===== src/rtl/mem_access_unit.sv =====
// mem_access_unit: turns CPU byte/halfword/word loads and stores into word-wide RAM accesses.
// Optional macro MAU_ALIGN_CHECK_EN enables misaligned-access detection on addr_err.
module mem_access_unit (
  input  logic        clk,
  input  logic        reset,
  input  logic        req,
  input  logic [2:0]  op,
  input  logic [31:0] addr,
  input  logic [31:0] wdata,
  output logic [31:0] rdata,
  output logic        done,
  output logic        busy,
  output logic        addr_err,
  output logic        ram_we,
  output logic [31:0] ram_addr,
  output logic [31:0] ram_wdata,
  input  logic [31:0] ram_rdata
);

  localparam logic [2:0] S_IDLE   = 3'd0;
  localparam logic [2:0] S_LOAD   = 3'd1;
  localparam logic [2:0] S_RMW_RD = 3'd2;
  localparam logic [2:0] S_WRITE  = 3'd3;
  localparam logic [2:0] S_DONE   = 3'd4;

  localparam logic [2:0] OP_LB  = 3'b000;
  localparam logic [2:0] OP_LH  = 3'b001;
  localparam logic [2:0] OP_LW  = 3'b010;
  localparam logic [2:0] OP_SW  = 3'b011;
  localparam logic [2:0] OP_LBU = 3'b100;
  localparam logic [2:0] OP_LHU = 3'b101;
  localparam logic [2:0] OP_SB  = 3'b110;
  localparam logic [2:0] OP_SH  = 3'b111;

  logic [2:0]  state_r;
  logic [2:0]  next_state_s;
  logic [31:0] a_r;
  logic [2:0]  o_r;
  logic [31:0] d_r;
  logic [31:0] w_r;
  logic [31:0] rdata_r;
  logic        addr_err_r;
  logic        misalign_s;
  logic [7:0]  lane_byte_s;
  logic [15:0] lane_half_s;
  logic [31:0] load_s;
  logic [31:0] store_word_s;

`ifdef MAU_ALIGN_CHECK_EN
  // Alignment check of the live request, only consulted at acceptance
  always_comb begin
    misalign_s = 1'b0;
    case (op)
      OP_LH, OP_LHU, OP_SH: misalign_s = addr[0];
      OP_LW, OP_SW:         misalign_s = (addr[1:0] != 2'b00);
      default:              misalign_s = 1'b0;
    endcase
  end
`else
  assign misalign_s = 1'b0;
`endif

  // Next-state decode
  always_comb begin
    next_state_s = S_IDLE;
    case (state_r)
      S_IDLE: begin
        if (req) begin
          if (misalign_s) begin
            next_state_s = S_DONE;
          end else begin
            case (op)
              OP_SW:        next_state_s = S_WRITE;
              OP_SB, OP_SH: next_state_s = S_RMW_RD;
              default:      next_state_s = S_LOAD;
            endcase
          end
        end else begin
          next_state_s = S_IDLE;
        end
      end
      S_LOAD:   next_state_s = S_DONE;
      S_RMW_RD: next_state_s = S_WRITE;
      S_WRITE:  next_state_s = S_DONE;
      S_DONE:   next_state_s = S_IDLE;
      default:  next_state_s = S_IDLE;
    endcase
  end

  // Load lane selection and sign/zero extension (little-endian lanes)
  always_comb begin
    lane_byte_s = 8'h00;
    lane_half_s = 16'h0000;
    load_s      = 32'h0000_0000;
    case (a_r[1:0])
      2'b00:   lane_byte_s = ram_rdata[7:0];
      2'b01:   lane_byte_s = ram_rdata[15:8];
      2'b10:   lane_byte_s = ram_rdata[23:16];
      2'b11:   lane_byte_s = ram_rdata[31:24];
      default: lane_byte_s = 8'h00;
    endcase
    if (a_r[1]) begin
      lane_half_s = ram_rdata[31:16];
    end else begin
      lane_half_s = ram_rdata[15:0];
    end
    case (o_r)
      OP_LB:   load_s = {{24{lane_byte_s[7]}}, lane_byte_s};
      OP_LBU:  load_s = {24'h00_0000, lane_byte_s};
      OP_LH:   load_s = {{16{lane_half_s[15]}}, lane_half_s};
      OP_LHU:  load_s = {16'h0000, lane_half_s};
      default: load_s = ram_rdata;
    endcase
  end

  // Store word merge: sub-word stores patch the word captured in RMW_RD
  always_comb begin
    store_word_s = d_r;
    case (o_r)
      OP_SB: begin
        store_word_s = w_r;
        case (a_r[1:0])
          2'b00:   store_word_s[7:0]   = d_r[7:0];
          2'b01:   store_word_s[15:8]  = d_r[7:0];
          2'b10:   store_word_s[23:16] = d_r[7:0];
          2'b11:   store_word_s[31:24] = d_r[7:0];
          default: store_word_s        = w_r;
        endcase
      end
      OP_SH: begin
        if (a_r[1]) begin
          store_word_s = {d_r[15:0], w_r[15:0]};
        end else begin
          store_word_s = {w_r[31:16], d_r[15:0]};
        end
      end
      default: store_word_s = d_r;
    endcase
  end

  // RAM-side drive: write data only in WRITE, live address only while idle
  always_comb begin
    ram_wdata = 32'h0000_0000;
    ram_addr  = {addr[31:2], 2'b00};
    if (state_r == S_WRITE) begin
      ram_wdata = store_word_s;
    end else begin
      ram_wdata = 32'h0000_0000;
    end
    if (state_r == S_IDLE) begin
      ram_addr = {addr[31:2], 2'b00};
    end else begin
      ram_addr = {a_r[31:2], 2'b00};
    end
  end

  // State, request latches, RMW word and load result
  always_ff @(posedge clk or posedge reset) begin
    if (reset) begin
      state_r    <= S_IDLE;
      a_r        <= 32'h0000_0000;
      o_r        <= 3'b000;
      d_r        <= 32'h0000_0000;
      w_r        <= 32'h0000_0000;
      rdata_r    <= 32'h0000_0000;
      addr_err_r <= 1'b0;
    end else begin
      state_r <= next_state_s;
      if (state_r == S_IDLE && req) begin
        a_r        <= addr;
        o_r        <= op;
        d_r        <= wdata;
        addr_err_r <= misalign_s;
      end
      if (state_r == S_LOAD) begin
        rdata_r <= load_s;
      end
      if (state_r == S_RMW_RD) begin
        w_r <= ram_rdata;
      end
    end
  end

  // ram_we decodes straight from state so reset removes it without waiting for a clock
  assign ram_we   = (state_r == S_WRITE);
  assign done     = (state_r == S_DONE);
  assign busy     = (state_r != S_IDLE);
  assign rdata    = rdata_r;
  assign addr_err = addr_err_r;

endmodule


===== config.mk =====
export PLATFORM = sky130hd
export DESIGN_NAME = mem_access_unit
export DESIGN_NICKNAME = d
export VERILOG_FILES = /design/src/rtl/mem_access_unit.sv
export SDC_FILE = /design/constraint.sdc
export NUM_CORES = 1
export LEC_CHECK = 0
export ABC_AREA = 0
export BUFFER_PORTS_ARGS = -buffer_cell sky130_fd_sc_hd__buf_2
export CAP_MARGIN = 20
export CELL_PAD_IN_SITES_DETAIL_PLACEMENT = 0
export CELL_PAD_IN_SITES_GLOBAL_PLACEMENT = 1
export CORE_MARGIN = 1.5
export CORE_UTILIZATION = 43
export CTS_BUF_LIST = sky130_fd_sc_hd__clkbuf_4 sky130_fd_sc_hd__clkbuf_8 sky130_fd_sc_hd__clkbuf_16
export DETAILED_ROUTE_END_ITERATION = 7
export PLACE_DENSITY_LB_ADDON = 0.1
export SYNTH_ARGS = -nofsm -noshare
export SYNTH_HDL_FRONTEND = slang
export SYNTH_SLANG_ARGS = --single-unit

===== constraint.sdc =====
create_clock -name clk -period 12.6 [get_ports clk]
set_clock_uncertainty 0.2 [all_clocks]
set_input_delay 2.52 -clock clk [delete_from_list [all_inputs] [get_ports clk]]
set_output_delay 2.52 -clock clk [all_outputs]
set_load 0.03 [all_outputs]

# == After elaboration in Yosys (flattened, before gate mapping) ==
# Index checks and enable logic that the tools add are counted.
# word_totals
wordCells,42
regBits,134
out_inout_bits,100
in_bits,102
# classes
n_eq_ne,15
n_mux,14
n_reduce_logical,7
# op_table
cell,n
32-bit one-hot mux with 4 select lines,1
32-bit 2-to-1 mux,3
32-bit one-hot mux with 2 select lines,1
8-bit 2-to-1 mux,4
8-bit one-hot mux with 4 select lines,1
3-bit == test (second input constant),7
16-bit 2-to-1 mux,1
3-bit by 2-bit == test with 1-bit output (second input constant),3
3-bit one-hot mux with 3 select lines,1
3-bit by 1-bit == test with 1-bit output (second input constant),2
3-bit logical NOT,2
2-bit == test (second input constant),2
2-bit one-hot mux with 2 select lines,1
2-bit OR reduction,2
3-bit 2-to-1 mux,1
3-bit nonzero test,1
2-bit by 1-bit == test with 1-bit output (second input constant),1
2-bit logical NOT,1
1-bit logical AND,1

# == Longest topological paths before layout ==
# depth
ltp_word,5
depth_mapped,7
depth_no_buf,4

# == Worst setup path before layout ==
# No wires, ideal clock.
# synth_timing
path_kind,input -> output
startpoint,in addr[10]
endpoint,out ram_addr[10]
setup_slack_ns,7.028
arrival_ns,2.852
cell_stages,1
t_required_ns,9.880
n_path_buf,0
cell_sequence,mux2_2
# synth_via
elab_chain_cells,1
# synth_rtl
item,line_no,text
start: declaration,8,"input logic [31:0] addr,"
32-bit 2-to-1 mux,150,if (state_r == S_IDLE) begin
end: declaration,15,"output logic [31:0] ram_addr,"
# Every way passes these cells.

# == Worst setup path after layout ==
# layout_timing
startpoint,in addr[4]
endpoint,out ram_addr[4]
# Same word-level chain as after synthesis.

==> impl_metrics.ini <==
[pwr]
clkPwrFrac_pct = 21.2
switching_share_pct = 41.6
power_density_mw_per_mm2 = 312
ir_drop_v = 0.000194
p_seq_share_pct = 31.0
internal_power_mw = 1.54
total_leakage_power_nw = 3.94
p_sw_mw = 1.10
p_comb_share_pct = 47.7

[die]
placementRows = 45
die_h_um = 128
dieArea_mm2 = 0.0163
start_util_pct = 44.0
ios = 202
fp.coreArea_mm2 = 0.0152
die_x_um = 128

[logic_synthesis]
synth_ff_type = dfrtp_1
ys_warn_count = 0
synthAdderAreaFrac_pct = 0
ys_ff_latch = 134
synth_xor_xnor_area_share_pct = 0
synth_top_family_by_area = multiplexers
async_flop_share_pct = 100
synth_mux_area_share_pct = 24.8
ys_seq_area_share_pct = 50.1
synth_area_mm2 = 0.00670
syn_avg_cell_area_um2 = 11.4
synth_compound_area_share_pct = 9.55
synth_edf_count = 0
synthSimpleGateAreaFrac_pct = 11.9
synth_cells = 585
yosysUniqueCellTypes = 46

[detailed_routing]
vias = 5378
dr.pass1.iters = 7
drtIter0Drc = 493
ant_nets = 0
drcViolationCount = 0
wire_per_inst_um = 19.4
via_per_inst = 5.55
wirelength_mm = 18.8

[timing]
timing_hold_violations_final = 0
fin_hold_ws_ps = 284
slew_headroom_pct = 31.4
worst_pin_slew_ps = 1030
drv_slew = 0
fmax_ghz = 0.173
tns_ps = 0
grt_setup_unrepaired = no
setup_viol = 0
period_share_pct = 45.9
fin_crit_ps = 5790

[clock_tree]
clock-sinks = 134
post_cts_resized = 0
holdBufCountCts = 0
path_clk_slew_ps = 60
numCtsBuffers = 17
postCtsSetupRepairBufs = 0
max-clock-path-buffers = 2
cts-root-buf = clkbuf_16
cts_tree = yes
htree_num_levels = 4
insertion_delay_ps = 410

[global_route]
overflow = 0
antenna_found_initial = 1
grt_pass1_vias = 5451
track_usage_pct = 23.8
grt_pass1_wl_mm = 29.5
grt_max_degree = 76

[cells_and_area]
fin_util_pct = 55.7
fin_area_mm2 = 0.00846
fin_nets = 869
final_cell_mix = buf_2, dfrtp_1, mux2_2
drive_gt1_share_pct = 48.5
final_common_cell = buf_2
areaGrowthSynthToFinish_pct = 26.4
instances_no_fill = 969

[worst_setup_path]
rr_worst_depth = 5
r2r_slack_ps = 9650
timing.rr.start = state_r[2]
endpoint_kind = primary output
r2r-end = d_r[18]
cp_max_fo = 2
cp.arrival_ps = 3070
start_kind = input port
crit_type = in -> out
crit_path_end = ram_addr[4]
cp.required_ps = 9880
crit_start = addr[4]

[place]
io_buffers = 198
dpl.hpwl_mm = 13.5
dpl_cell_area_mm2 = 0.00779
globalplace.congestion = 0.820
place_inst = 936

[worst_hold_path]
hp-class = reg -> reg

[run_status]
status = finished clean

[run]
cap_violations = 0
[power groups by stage]
stage | Combinational [mW] | Sequential, mW | Clock [mW]
after floorplan | 0.913 | 0.847 | 0
after global placement | 1.24 | 0.817 | 0
after detailed placement | 1.27 | 0.826 | 0
after global routing | 1.37 | 0.847 | 0.591
after CTS | 1.27 | 0.821 | 0.569
final | 1.26 | 0.820 | 0.560
[final cells by class]
class | count | area [um2]
sequential | 134 | 3350
inverter | 6 | 25.0
fill | 1399 | 6740
clock inverter | 14 | 230
multi-input combinational | 402 | 3130
timing repair buffer | 206 | 1050
tap | 188 | 235
antenna | 1 | 2.50
clock buffer | 18 | 439
[Yosys cell counts, types with 2 or more instances]
| master | n | area [um2] |
|---|---|---|
| nand3b_1 | 7 | 52.6 |
| a31oi_1 | 8 | 50.1 |
| o21ai_1 | 2 | 10.0 |
| inv_1 | 6 | 22.5 |
| a221o_1 | 7 | 70.1 |
| mux2_1 | 4 | 45.0 |
| mux2_2 | 127 | 1430 |
| nor2_1 | 40 | 150 |
| nand2b_1 | 3 | 18.8 |
| a21o_1 | 2 | 15.0 |
| and2_1 | 4 | 25.0 |
| nor3_2 | 4 | 40.0 |
| buf_4 | 4 | 30.0 |
| mux2i_1 | 16 | 160 |
| nand3_1 | 42 | 210 |
| a211oi_1 | 7 | 52.6 |
| o31a_1 | 4 | 35.0 |
| a311oi_1 | 8 | 70.1 |
| o211ai_1 | 3 | 22.5 |
| o21ai_0 | 17 | 85.1 |
| nor2b_1 | 5 | 31.3 |
| nor3_1 | 6 | 30.0 |
| clkbuf_1 | 15 | 56.3 |
| dfrtp_1 | 134 | 3350 |
| a222oi_1 | 8 | 80.1 |
| nand2_1 | 46 | 173 |
| a21oi_1 | 12 | 60.1 |
| a22oi_1 | 3 | 22.5 |
| buf_2 | 24 | 120 |
[layer usage]
| metal | track usage (%) | wire, um | up-vias |
|---|---|---|---|
| met5 | 0 | 0 | - |
| met4 | 6.61 | 259 | 0 |
| met3 | 6.68 | 1390 | 20 |
| met2 | 39.9 | 9440 | 212 |
| met1 | 30.3 | 7700 | 2653 |
| li1 | - | - | 2493 |
[critical path, stage by stage]
cell    delay [ps]
buf_2          110
mux2_2         260
buf_2          180
[flip-flops by register name, summed over array words and instances (netlist names)]
signal,flops
state_r,3
a_r,32
rdata,32
o_r,3
d_r,32
w_r,32
[cell families after synthesis]
logic type,Yosys count
and+or+nand+nor,163
muxes,148
DFF,134
AOI/OAI and AO/OA,88
buffers and inverters,51
other,1
[metrics by stage]
step	total power, mW	setup WS, ps
detailed placement	2.09	6810
CTS	2.66	6810
global placement	2.06	6830
finish	2.64	6810
floorplan	1.76	6300
global route	2.80	6800
[worst min path at each step]
stage                         start   endpoint  slack, ps  depth (start not counted)
after floorplan             w_r[12]    w_r[12]        260                          1
after global placement     rdata[7]   rdata[7]        260                          1
after detailed placement  rdata[15]  rdata[15]        270                          2
after CTS                 rdata[15]  rdata[15]        280                          2
after global routing      rdata[23]  rdata[23]        310                          2
final                     rdata[15]  rdata[15]        280                          2
Power figures use the tool's default switching activity.
